File: src/rtl/spi_minion_ctrl.sv
// SPI minion word sequencer, mode 0 (CPOL=0, CPHA=0).
// Takes pre-synchronized CS/SCLK edge strobes and the MOSI level, shifts
// words in and out MSB first, and exchanges whole words with the core
// through a send val/rdy port and a one-entry receive buffer.
module spi_minion_ctrl #(
    parameter int NBITS = 8
) (
    input  logic             clk_i,
    input  logic             rst_ni,
    input  logic             cs_negedge_i,
    input  logic             cs_posedge_i,
    input  logic             sclk_posedge_i,
    input  logic             sclk_negedge_i,
    input  logic             mosi_i,
    output logic             miso_o,
    input  logic             send_val_i,
    input  logic [NBITS-1:0] send_msg_i,
    output logic             send_rdy_o,
    output logic             recv_val_o,
    output logic [NBITS-1:0] recv_msg_o,
    input  logic             recv_rdy_i,
    output logic             frame_err_o,
    output logic             overflow_o
);

    localparam int CW = $clog2(NBITS + 1);
    localparam logic [CW-1:0] LAST_BIT = CW'(NBITS - 1);

    typedef enum logic {
        IDLE   = 1'b0,
        ACTIVE = 1'b1
    } state_e;

    state_e           state_q;
    logic [CW-1:0]    bitcnt_q;
    logic [NBITS-1:0] shin_q;
    logic [NBITS-1:0] shout_q;
    logic             recv_val_q;
    logic [NBITS-1:0] recv_msg_q;
    logic             frame_err_q;
    logic             overflow_q;

    logic             active;
    logic             start;
    logic             sample;
    logic             word_done;
    logic             shift_out;
    logic             load;
    logic             cs_end;
    logic             pop;
    logic             drop;
    logic [NBITS-1:0] shin_d;
    logic [CW-1:0]    bitcnt_d;
    logic             err_d;

    // Per-cycle event decode: strobes are only meaningful in ACTIVE, and a
    // rising SCLK strobe takes priority over a falling one.
    always_comb begin
        active    = (state_q == ACTIVE);
        start     = !active && cs_negedge_i;
        sample    = active && sclk_posedge_i;
        word_done = sample && (bitcnt_q == LAST_BIT);
        shift_out = active && !sclk_posedge_i && sclk_negedge_i && (bitcnt_q != '0);
        load      = start || word_done;
        cs_end    = active && cs_posedge_i;
        pop       = recv_val_q && recv_rdy_i;
        drop      = word_done && recv_val_q && !recv_rdy_i;
        shin_d    = {shin_q[NBITS-2:0], mosi_i};

        bitcnt_d = bitcnt_q;
        if (start || word_done) begin
            bitcnt_d = '0;
        end else if (sample) begin
            bitcnt_d = bitcnt_q + 1'b1;
        end

        // Error judged on the count after any same-cycle sample.
        err_d = cs_end && (bitcnt_d != '0);
    end

    // FSM, shift registers, bit counter and receive buffer.
    always_ff @(posedge clk_i or negedge rst_ni) begin
        if (!rst_ni) begin
            state_q     <= IDLE;
            bitcnt_q    <= '0;
            shin_q      <= '0;
            shout_q     <= '0;
            recv_val_q  <= 1'b0;
            recv_msg_q  <= '0;
            frame_err_q <= 1'b0;
            overflow_q  <= 1'b0;
        end else begin
            frame_err_q <= err_d;
            overflow_q  <= drop;

            case (state_q)
                IDLE: begin
                    if (start) begin
                        state_q <= ACTIVE;
                    end
                end
                ACTIVE: begin
                    if (cs_end) begin
                        state_q <= IDLE;
                    end
                end
                default: state_q <= IDLE;
            endcase

            // Leaving the frame discards any partial word count.
            bitcnt_q <= cs_end ? '0 : bitcnt_d;

            if (sample) begin
                shin_q <= shin_d;
            end

            // Load wins over shifting; with no data offered the line idles low.
            if (load) begin
                shout_q <= send_val_i ? send_msg_i : '0;
            end else if (shift_out) begin
                shout_q <= shout_q << 1;
            end

            // A full buffer not being drained keeps its old word.
            if (word_done && !drop) begin
                recv_val_q <= 1'b1;
                recv_msg_q <= shin_d;
            end else if (pop) begin
                recv_val_q <= 1'b0;
            end
        end
    end

    assign miso_o      = active && shout_q[NBITS-1];
    assign send_rdy_o  = rst_ni && load;
    assign recv_val_o  = recv_val_q;
    assign recv_msg_o  = recv_msg_q;
    assign frame_err_o = frame_err_q;
    assign overflow_o  = overflow_q;

endmodule

File: config.mk
export PLATFORM = sky130hd
export DESIGN_NAME = spi_minion_ctrl
export DESIGN_NICKNAME = d
export VERILOG_FILES = /design/src/rtl/spi_minion_ctrl.sv
export SDC_FILE = /design/constraint.sdc
export NUM_CORES = 1
export LEC_CHECK = 0
export CORE_MARGIN = 2
export CORE_UTILIZATION = 54
export DETAILED_ROUTE_END_ITERATION = 7
export PLACE_DENSITY = 0.84
export RECOVER_POWER = 100
export SYNTH_ARGS = -nofsm -noshare
export SYNTH_HDL_FRONTEND = slang
export SYNTH_SLANG_ARGS = --single-unit
File: constraint.sdc
create_clock -name clk_i -period 4.7 [get_ports clk_i]
set_input_delay 0.705 -clock clk_i [delete_from_list [all_inputs] [get_ports clk_i]]
set_output_delay 0.705 -clock clk_i [all_outputs]
set_load 0.005 [all_outputs]
==> impl_metrics.toml <==
[synthesis]
synthTopCellsByArea = "dfrtp_1 (54%), nand2_1 (9.3%), mux2i_1 (8.3%)"
synth.distinct_cells = 34
synth_area_per_cell_sq_um = 11.3
async_flop_share_pct = 100
synth-main-ff-cell = "dfrtp_1"
synth_cells = 128
ys_warn_count = 0
synth_fp_nets = 147
yosysTopAreaCell = "dfrtp_1"
yosysMostFrequentCell = "nand2_1"
ys_seq_area_share_pct = 53.6
synth_common_cells = "nand2_1 (36), dfrtp_1 (31), mux2i_1 (12)"
ys_ff_latch = 31
synth_area_sq_um = 1450
synth_top_area_share_pct = 53.6
synth_edf_count = 0

[grt]
grt_usage_pct = 19.1
grt_pass1_vias = 1015
globalRouteOverflowTotal = 0
grt_first_pass_wirelength_microns = 4620
grt_max_degree = 33
antenna_found_initial = 0

[clocking]
cts_root_buf = "clkbuf_4"
cts_tree = "done"
post_cts.repair.setup_buffers = 0
cts_buffers = 5
clockBufferDepth = 2
cts-htree-levels = 2
hold_buffers = 0
cts_resized = 0
clk_latency_ps = 330
clock-sinks = 31
cts.clk_slew.worst_paths_ps = 100

[setup_path]
required_ps = 3990
reg2reg_depth = 4
crit_cells = 5
startpoint = "sclk_posedge_i"
arrival_ps = 3090
r2r_start = "active$_DFF_PN0_"
critical_path_class = "input port to output port"
rrSetupSlack_ps = 2610
endpoint = "send_rdy_o"
crit_family = "buffers and inverters"
crit_chain = "dlygate4sd3_1 > and2_0 > a32oi_4 > nor2b_1 > dlygate4sd3_1"
crit_top_cell = "dlygate4sd3_1"
worst-path-max-fanout = 14
crit_buf_inv = 2
crit_slowest_cell = "dlygate4sd3_1"
start_kind = "input port"
r2r-end = "recv_msg_o[0]$_DFFE_PN0P_"
end_kind = "output port"
slowest_delay_ps = 680

[power]
p_clk_share_pct = 32.7
p_sw_share_pct = 26.1
peakVddDrop_uv = 316
power_switching_mw = 0.173
power_leakage_nw = 0.905
seqPwrFrac_pct = 50.9
pwr_density_cell_nw_per_um2 = 361
p_int_mw = 0.489
pwr-share-comb_pct = 16.4

[timing]
min_period_over_period_pct = 80.7
hold_viol = 0
relSlewSlack_pct = 54.1
hold_ws_ps = 481
finalSetupTns_ps = 0
fmax_mhz = 264
grt_setup_unrepaired = "no"
skew_ps = 12.5
worst_slack_ps = 906
finalSetupViolCount = 0
fin_crit_ps = 3790
drv_slew = 0
worstMarginPinSlew_ps = 688

[detailed_routing]
routed_wl_microns = 2560
drt-pass1-iter-count = 4
wl_per_cell_microns = 13.3
route.vias.total = 1029
drtIter0Drc = 17
via_per_inst = 5.36
antenna_left = 0
drcViolationCount = 0

[floorplan]
rows = 18
ioPinCount = 30
die_area_sq_um = 3110
dieHeight_microns = 55.8
coreArea_sq_um = 2500
die_x_microns = 55.8
start_util_pct = 57.9

[cells_and_area]
antenna_cells = 0
multi_input_area_sq_um = 622
seqCellArea_sq_um = 776
nets = 180
synthToLayoutAreaGrowth_pct = 26.4
fillCellCount = 180
drive_gt1_share_pct = 14.2

[placement]
io_buffers = 29
pre_cts_slack_ps = 1430
hpwl_microns = 1900
gp_congestion = 0.768

[outcome]
status = "finished clean"

[run]
maxCapViolations = 0

[worst_hold_path]
min_path_type = "register to register"
==> through the flow <==
step	instances	total power [mW]	instance area [sq um]	util (%)
final	192	0.661	1830	73.2
after global routing	192	0.701	1830	73.2
after CTS	192	0.671	1840	73.4
after detailed placement	184	0.455	1750	70.0
after global placement	184	0.449	1750	70.0
after floorplan	128	0.412	1450	-
==> how the worst min path moves through the flow <==
stage | startpoint | to | slack, ps | cells after the start
after floorplan | rst_ni | active$_DFF_PN0_ | 410 | 0
after global placement | shin_q[6]$_DFFE_PN0N_ | shin_q[6]$_DFFE_PN0N_ | 460 | 2
after detailed placement | shin_q[6]$_DFFE_PN0N_ | shin_q[6]$_DFFE_PN0N_ | 460 | 2
after CTS | shin_q[6]$_DFFE_PN0N_ | shin_q[6]$_DFFE_PN0N_ | 490 | 2
after global routing | shin_q[6]$_DFFE_PN0N_ | shin_q[6]$_DFFE_PN0N_ | 500 | 2
final | shin_q[6]$_DFFE_PN0N_ | shin_q[6]$_DFFE_PN0N_ | 480 | 2
==> power by group through the flow <==
stage	Sequential (mW)	Clock, mW	Combinational (mW)
2_1_floorplan	0.332	0	0.0793
3_3_place_gp	0.340	0	0.109
3_5_place_dp	0.343	0	0.113
4_1_cts	0.337	0.220	0.114
5_1_grt	0.343	0.235	0.124
6_report	0.337	0.216	0.109
==> layout make-up <==
class,count,area share (%)
Inverter,3,0.615
Sequential cell,31,42.4
Tap cell,30,2.05
Multi-Input combinational cell,90,34.0
Timing Repair Buffer,30,16.3
Clock buffer,6,2.80
Clock inverter,2,1.91
==> metal layers <==
metal | vias to the layer above | track usage [%] | routed length, microns
li1 | 504 | - | -
met1 | 485 | 23.5 | 1120
met2 | 33 | 31.6 | 1260
met3 | 7 | 4.42 | 125
met4 | 0 | 9.41 | 49
met5 | - | 0 | 0
==> sequential cells by signal (all words and copies together) (netlist names) <==
signal,flops
overflow_o,1
bitcnt_q,4
shin_q,7
recv_val_o,1
frame_err_o,1
shout_q,8
recv_msg_o,8
active,1
==> logic make-up (layout without fill, tap and decap cells) <==
| logic type | count (synthesis) | in the layout | share of synthesized area (%) |
|---|---|---|---|
| AND/OR/NAND/NOR | 54 | 54 | 17.2 |
| flip-flops | 31 | 31 | 53.6 |
| multiplexers | 21 | 21 | 15.3 |
| AO/OA/AOI/OAI | 11 | 11 | 7.87 |
| buffers and inverters | 7 | 41 | 3.11 |
| adder cells (fa/ha/maj) | 2 | 2 | 1.73 |
| XOR/XNOR | 2 | 2 | 1.21 |
==> worst min-delay path, stage by stage, from the launching register on <==
cell	delay (ps)
dfrtp_1	360
nand2_1	50
nand2_1	50
==> placed cells by master, fill, tap and decap left out, types with 3 or more instances in the layout <==
cell and n:
and2_0 3, clkbuf_4 5, clkdlybuf4s50_1 14, dfrtp_1 31, dlygate4sd3_1 15, inv_1 3, mux2_2 9, mux2i_1 12
nand2_1 37
Note: power is estimated with default switching activity, not from simulation.
